**src/rtl/memory_data_register.sv**
```systemverilog
// Memory data register: latches a CPU command, runs one req/ack handshake with memory, then pulses done.
// Define MDR_TIMEOUT_EN to add a REQ watchdog that ends a stalled request and raises a sticky error.
module memory_data_register #(
    parameter int DATA_W         = 16,
    parameter int ADDR_W         = 16,
    parameter int TIMEOUT_CYCLES = 15
) (
    input  logic              clk,
    input  logic              reset,
    input  logic [ADDR_W-1:0] address_input,
    input  logic              cpu_rd,
    input  logic              cpu_wr,
    input  logic [DATA_W-1:0] cpu_wdata,
    output logic [DATA_W-1:0] cpu_rdata,
    output logic              busy,
    output logic              done,
    output logic              error,
    output logic              mem_req,
    output logic              mem_we,
    output logic [ADDR_W-1:0] mem_addr,
    output logic [DATA_W-1:0] mem_wdata,
    input  logic [DATA_W-1:0] mem_rdata,
    input  logic              mem_ack
);

    typedef enum logic [1:0] {IDLE, REQ, DONE} state_t;

    state_t            state_q;
    logic [DATA_W-1:0] mdr_q;
    logic [ADDR_W-1:0] mem_addr_q;
    logic [DATA_W-1:0] mem_wdata_q;
    logic              mem_we_q;
    logic              mem_req_q;
    logic              done_q;

`ifdef MDR_TIMEOUT_EN
    localparam int CNT_W = (TIMEOUT_CYCLES < 2) ? 1 : $clog2(TIMEOUT_CYCLES);
    localparam logic [CNT_W-1:0] CNT_LAST = CNT_W'(TIMEOUT_CYCLES - 1);

    logic [CNT_W-1:0] cnt_q;
    logic             error_q;
`endif

    // Write wins over read when both arrive together; commands outside IDLE and acks outside REQ are dropped.
    always_ff @(posedge clk) begin
        if (reset) begin
            state_q     <= IDLE;
            mdr_q       <= '0;
            mem_addr_q  <= '0;
            mem_wdata_q <= '0;
            mem_we_q    <= 1'b0;
            mem_req_q   <= 1'b0;
            done_q      <= 1'b0;
`ifdef MDR_TIMEOUT_EN
            cnt_q       <= '0;
            error_q     <= 1'b0;
`endif
        end else begin
            done_q <= 1'b0;
            unique case (state_q)
                IDLE: begin
                    if (cpu_wr || cpu_rd) begin
                        state_q    <= REQ;
                        mem_req_q  <= 1'b1;
                        mem_addr_q <= address_input;
                        mem_we_q   <= cpu_wr;
                        if (cpu_wr) begin
                            mdr_q       <= cpu_wdata;
                            mem_wdata_q <= cpu_wdata;
                        end
`ifdef MDR_TIMEOUT_EN
                        cnt_q   <= '0;
                        error_q <= 1'b0;
`endif
                    end
                end
                REQ: begin
                    if (mem_ack) begin
                        state_q   <= DONE;
                        mem_req_q <= 1'b0;
                        done_q    <= 1'b1;
                        if (!mem_we_q) begin
                            mdr_q <= mem_rdata;
                        end
                    end
`ifdef MDR_TIMEOUT_EN
                    // An ack in the expiry cycle is taken above, so the watchdog only fires on a true stall.
                    else if (cnt_q == CNT_LAST) begin
                        state_q   <= DONE;
                        mem_req_q <= 1'b0;
                        done_q    <= 1'b1;
                        error_q   <= 1'b1;
                    end else begin
                        cnt_q <= cnt_q + 1'b1;
                    end
`endif
                end
                DONE: begin
                    state_q <= IDLE;
                end
                default: begin
                    state_q   <= IDLE;
                    mem_req_q <= 1'b0;
                end
            endcase
        end
    end

    assign cpu_rdata = mdr_q;
    assign busy      = (state_q != IDLE);
    assign done      = done_q;
    assign mem_req   = mem_req_q;
    assign mem_we    = mem_we_q;
    assign mem_addr  = mem_addr_q;
    assign mem_wdata = mem_wdata_q;

`ifdef MDR_TIMEOUT_EN
    assign error = error_q;
`else
    assign error = 1'b0;
`endif

endmodule

```
**config.mk**
```make
export PLATFORM = sky130hd
export DESIGN_NAME = memory_data_register
export DESIGN_NICKNAME = d
export VERILOG_FILES = /design/src/rtl/memory_data_register.sv
export SDC_FILE = /design/constraint.sdc
export NUM_CORES = 1
export LEC_CHECK = 0
export CORE_MARGIN = 10
export CORE_UTILIZATION = 40
export CTS_CLUSTER_SIZE = 40
export DETAILED_ROUTE_END_ITERATION = 6
export HOLD_SLACK_MARGIN = 0.02
export PLACE_DENSITY = 0.79
export SLEW_MARGIN = 25
export SYNTH_ARGS = -nofsm -noshare
export SYNTH_HDL_FRONTEND = slang
export SYNTH_SLANG_ARGS = --single-unit
```
**constraint.sdc**
```tcl
create_clock -name clk -period 1.7 [get_ports clk]
set_input_delay 0.34 -clock clk [delete_from_list [all_inputs] [get_ports clk]]
set_output_delay 0.34 -clock clk [all_outputs]
set_load 0.01 [all_outputs]
```
==> out/results.txt <==
Cells after Synth: 260
CTS Buf Count: 5
Maximum clock frequency: 635.4 MHz
Antenna diodes: 0
Chip Width: 93.99 microns
RSZ-0062 raised after global routing: no
Ratio of cells with drive above 1 in the final layout: 12.36%
Vias in the first global route: 2,243
Total gr overflow: 0
R2R Path End: cpu_rdata[7]
Syn avg cell area: 8.422 sq um
Highest routing layer actually used: met4
Port bufs: 104
Reg clk slew, reported paths: 0.10 ns
Largest net degree at the start of global routing: 25
CTS root buf: clkbuf_8
P_leak: 1.257 nW
Num ports: 106
Worst setup endpoint: cpu_rdata[0]
First-pass GRT wire length: 11.57 mm
Final Hold Fails: 0
DP Wirelength: 5.506 mm
PnR Total Power: 3.031 mW
CP bufs+invs: 1
Critical Path AT: 1.23 ns
Clock insertion delay at the later pin of the skew report: 0.31 ns
Die H: 93.99 microns
Antenna viol nets, final: 0
Min Tclk post-route: 1.574 ns
Die ar.: 0.008833 sq mm
Max incr delay on CP: 0.57 ns
Drt drc: 0
CTS tree: done
Status: complete, no violations
Crit path kind: flop to output port
Max-slew violations: 0
Routed length on met2: 3.682 mm
Total negative slack: 0 ns
Critical-path cell list: clkdlybuf4s50_1
Cell area after synthesis: 0.002190 sq mm
YS warnings: 0
Seq/Total Area, Yosys: 48.46%
Final worst-path cycle share: 92.58%
Unique masters post-synth: 27
Metal3 WL: 579 microns
Final setup vio count: 0
Post-CTS Setup Bufs: 0
Worst min path class: primary input to flop
Post-Syn Nets: 313
WP depth: 1
Critical Path Start: cpu_rdata[0]
Synth-to-Final Area Change: 57.83%
Clock net sink count: 53
R2r setup slk: 0.32 ns
Total of max-cap violations: 0
Clock Tree Buf Depth: 2
Worst vdd rail ir drop: 421.9 uV
WP data required: 1.36 ns
Initial antenna violation count: 0
PwrDens: 877.0 mW/mm^2
Critical R2R Launch: state_q[1]
Met1 wire length: 3.081 mm
GRT Util Overall: 16.22%
Register-to-Register Path Depth: 5
Critical Path Sink Type: output port
Detailed Route WL: 7.423 mm
Flops & latches, synth: 53
Drt wl/cell: 17.10 microns
Vias: 2,273
Number of DRC markers in iteration 0: 177
DR vias/cell: 5.237
Setup crit start kind: flop
Row count: 26
Final Net Count: 416
Utilization after layout: 66.39%
Worst-path fanout max: 2
Initial core utilization: 42.07%
Slowest CP cell: clkdlybuf4s50_1
CTS hold repair buffers: 0
CORE AREA: 0.005205 sq mm
# fillers: 447
Fin Clk Skew: 0.006814 ns
1st-pass router iterations: 4
Top delay family on crit path: buffers and inverters
RePlAce Congestion: 0.8128
# H-tree levels: 2
[layer usage]
metal | track usage, % | vias to the layer above
li1 | - | 1125
met1 | 19.34 | 1069
met2 | 26.90 | 74
met3 | 5.516 | 5
met4 | 4.684 | 0
met5 | 0 | -
[flip-flops by register name (all words and copies together) (netlist names)]
register,count
mem_addr,16
done,1
mem_req,1
mem_we,1
mem_wdata,16
cpu_rdata,16
state_q,2
[timing repair]
item / in CTS / in global routing
gates cloned: 0 / 0
pin swaps: 0 / 0
endpoints found under the hold margin: 0 / 0
resized for setup: 2 / 3
endpoints found under the setup margin: 1 / 2
[stage by stage]
step                      area (sq um)  hold slack [ns]  setup slack (ns)  instances
after global placement            3346           0.4421           0.01289        426
final                             3456           0.4134            0.1262        434
after detailed placement          3346           0.4465          -0.03502        426
after global routing              3456           0.4163           0.07540        434
after CTS                         3451           0.4019          0.003149        434
after floorplan                   2190           0.4760            0.4181        260
[report_power, final]
part,leakage [nW],internal (mW),total (mW),switching (mW)
clock,0.0542,0.369,0.780,0.411
sequential,0.439,1.35,1.42,0.0630
combinational,0.764,0.450,0.834,0.384
[cells in the mapped netlist]
cell | instances | area [sq um]
o21ai_1 | 1 | 5.000
o21ai_0 | 32 | 160.2
nor3b_1 | 1 | 7.510
or3b_1 | 1 | 8.760
a211oi_1 | 6 | 45.04
nor4bb_1 | 3 | 30.03
o21a_1 | 1 | 7.510
or2_2 | 1 | 6.260
nand3_1 | 16 | 80.08
nor3b_2 | 1 | 12.51
buf_1 | 1 | 3.750
nand2b_1 | 1 | 6.260
nor2_1 | 2 | 7.510
buf_4 | 4 | 30.03
nor3_1 | 17 | 85.08
nor2_4 | 1 | 11.26
inv_2 | 1 | 3.750
conb_1 | 1 | 3.750
nand2_1 | 32 | 120.1
inv_1 | 1 | 3.750
clkbuf_1 | 12 | 45.04
buf_2 | 7 | 35.03
nand3b_1 | 1 | 7.510
dfxtp_1 | 53 | 1061
a211oi_2 | 10 | 125.1
buf_6 | 2 | 22.52
a21oi_1 | 51 | 255.2
[layout make-up]
class                           count  area, sq um  share of cell area [%]
Inverter                            2        7.507                  0.2172
Clock buffer                        7        96.34                   2.788
Sequential cell                    53         1067                   30.88
Clock inverter                      1        5.005                  0.1448
Tap cell                           70        87.58                   2.534
Multi-Input combinational cell    179         1006                   29.11
Timing Repair Buffer              122         1186                   34.32
[worst min path at each step]
stage	start	to	slack, ns	depth (start not counted)
3_3_place_gp	mem_wdata[9]	mem_wdata[9]	0.44	2
5_1_grt	reset	mem_addr[8]	0.42	2
2_1_floorplan	cpu_wdata[0]	mem_wdata[0]	0.48	2
3_5_place_dp	mem_wdata[14]	mem_wdata[14]	0.45	2
6_report	reset	mem_addr[1]	0.41	2
4_1_cts	reset	mem_addr[6]	0.40	2
[logic make-up (layout without fill, tap and decap cells)]
| group | Yosys count | after routing | share of synthesized area (%) |
|---|---|---|---|
| simple gates | 77 | 77 | 17.49 |
| flops | 53 | 53 | 48.46 |
| other cells | 1 | 1 | 0.1713 |
| compound gates | 101 | 101 | 27.31 |
| buf+inv | 28 | 132 | 6.571 |
[cells in the final DEF (no fill, tap or decap), types with 2 or more instances in the layout]
cell / netlist / layout
a211oi_1: 6 / 6
a211oi_2: 10 / 10
a21oi_1: 51 / 51
buf_4: 4 / 17
clkbuf_8: 0 / 7
clkdlybuf4s50_1: 0 / 102
dfxtp_1: 53 / 50
dfxtp_2: 0 / 2
nand2_1: 32 / 32
nand3_1: 16 / 16
nor2_1: 2 / 2
nor3_1: 17 / 17
nor4bb_1: 3 / 2
o21ai_0: 32 / 32
(Power assumes the default switching activity.)
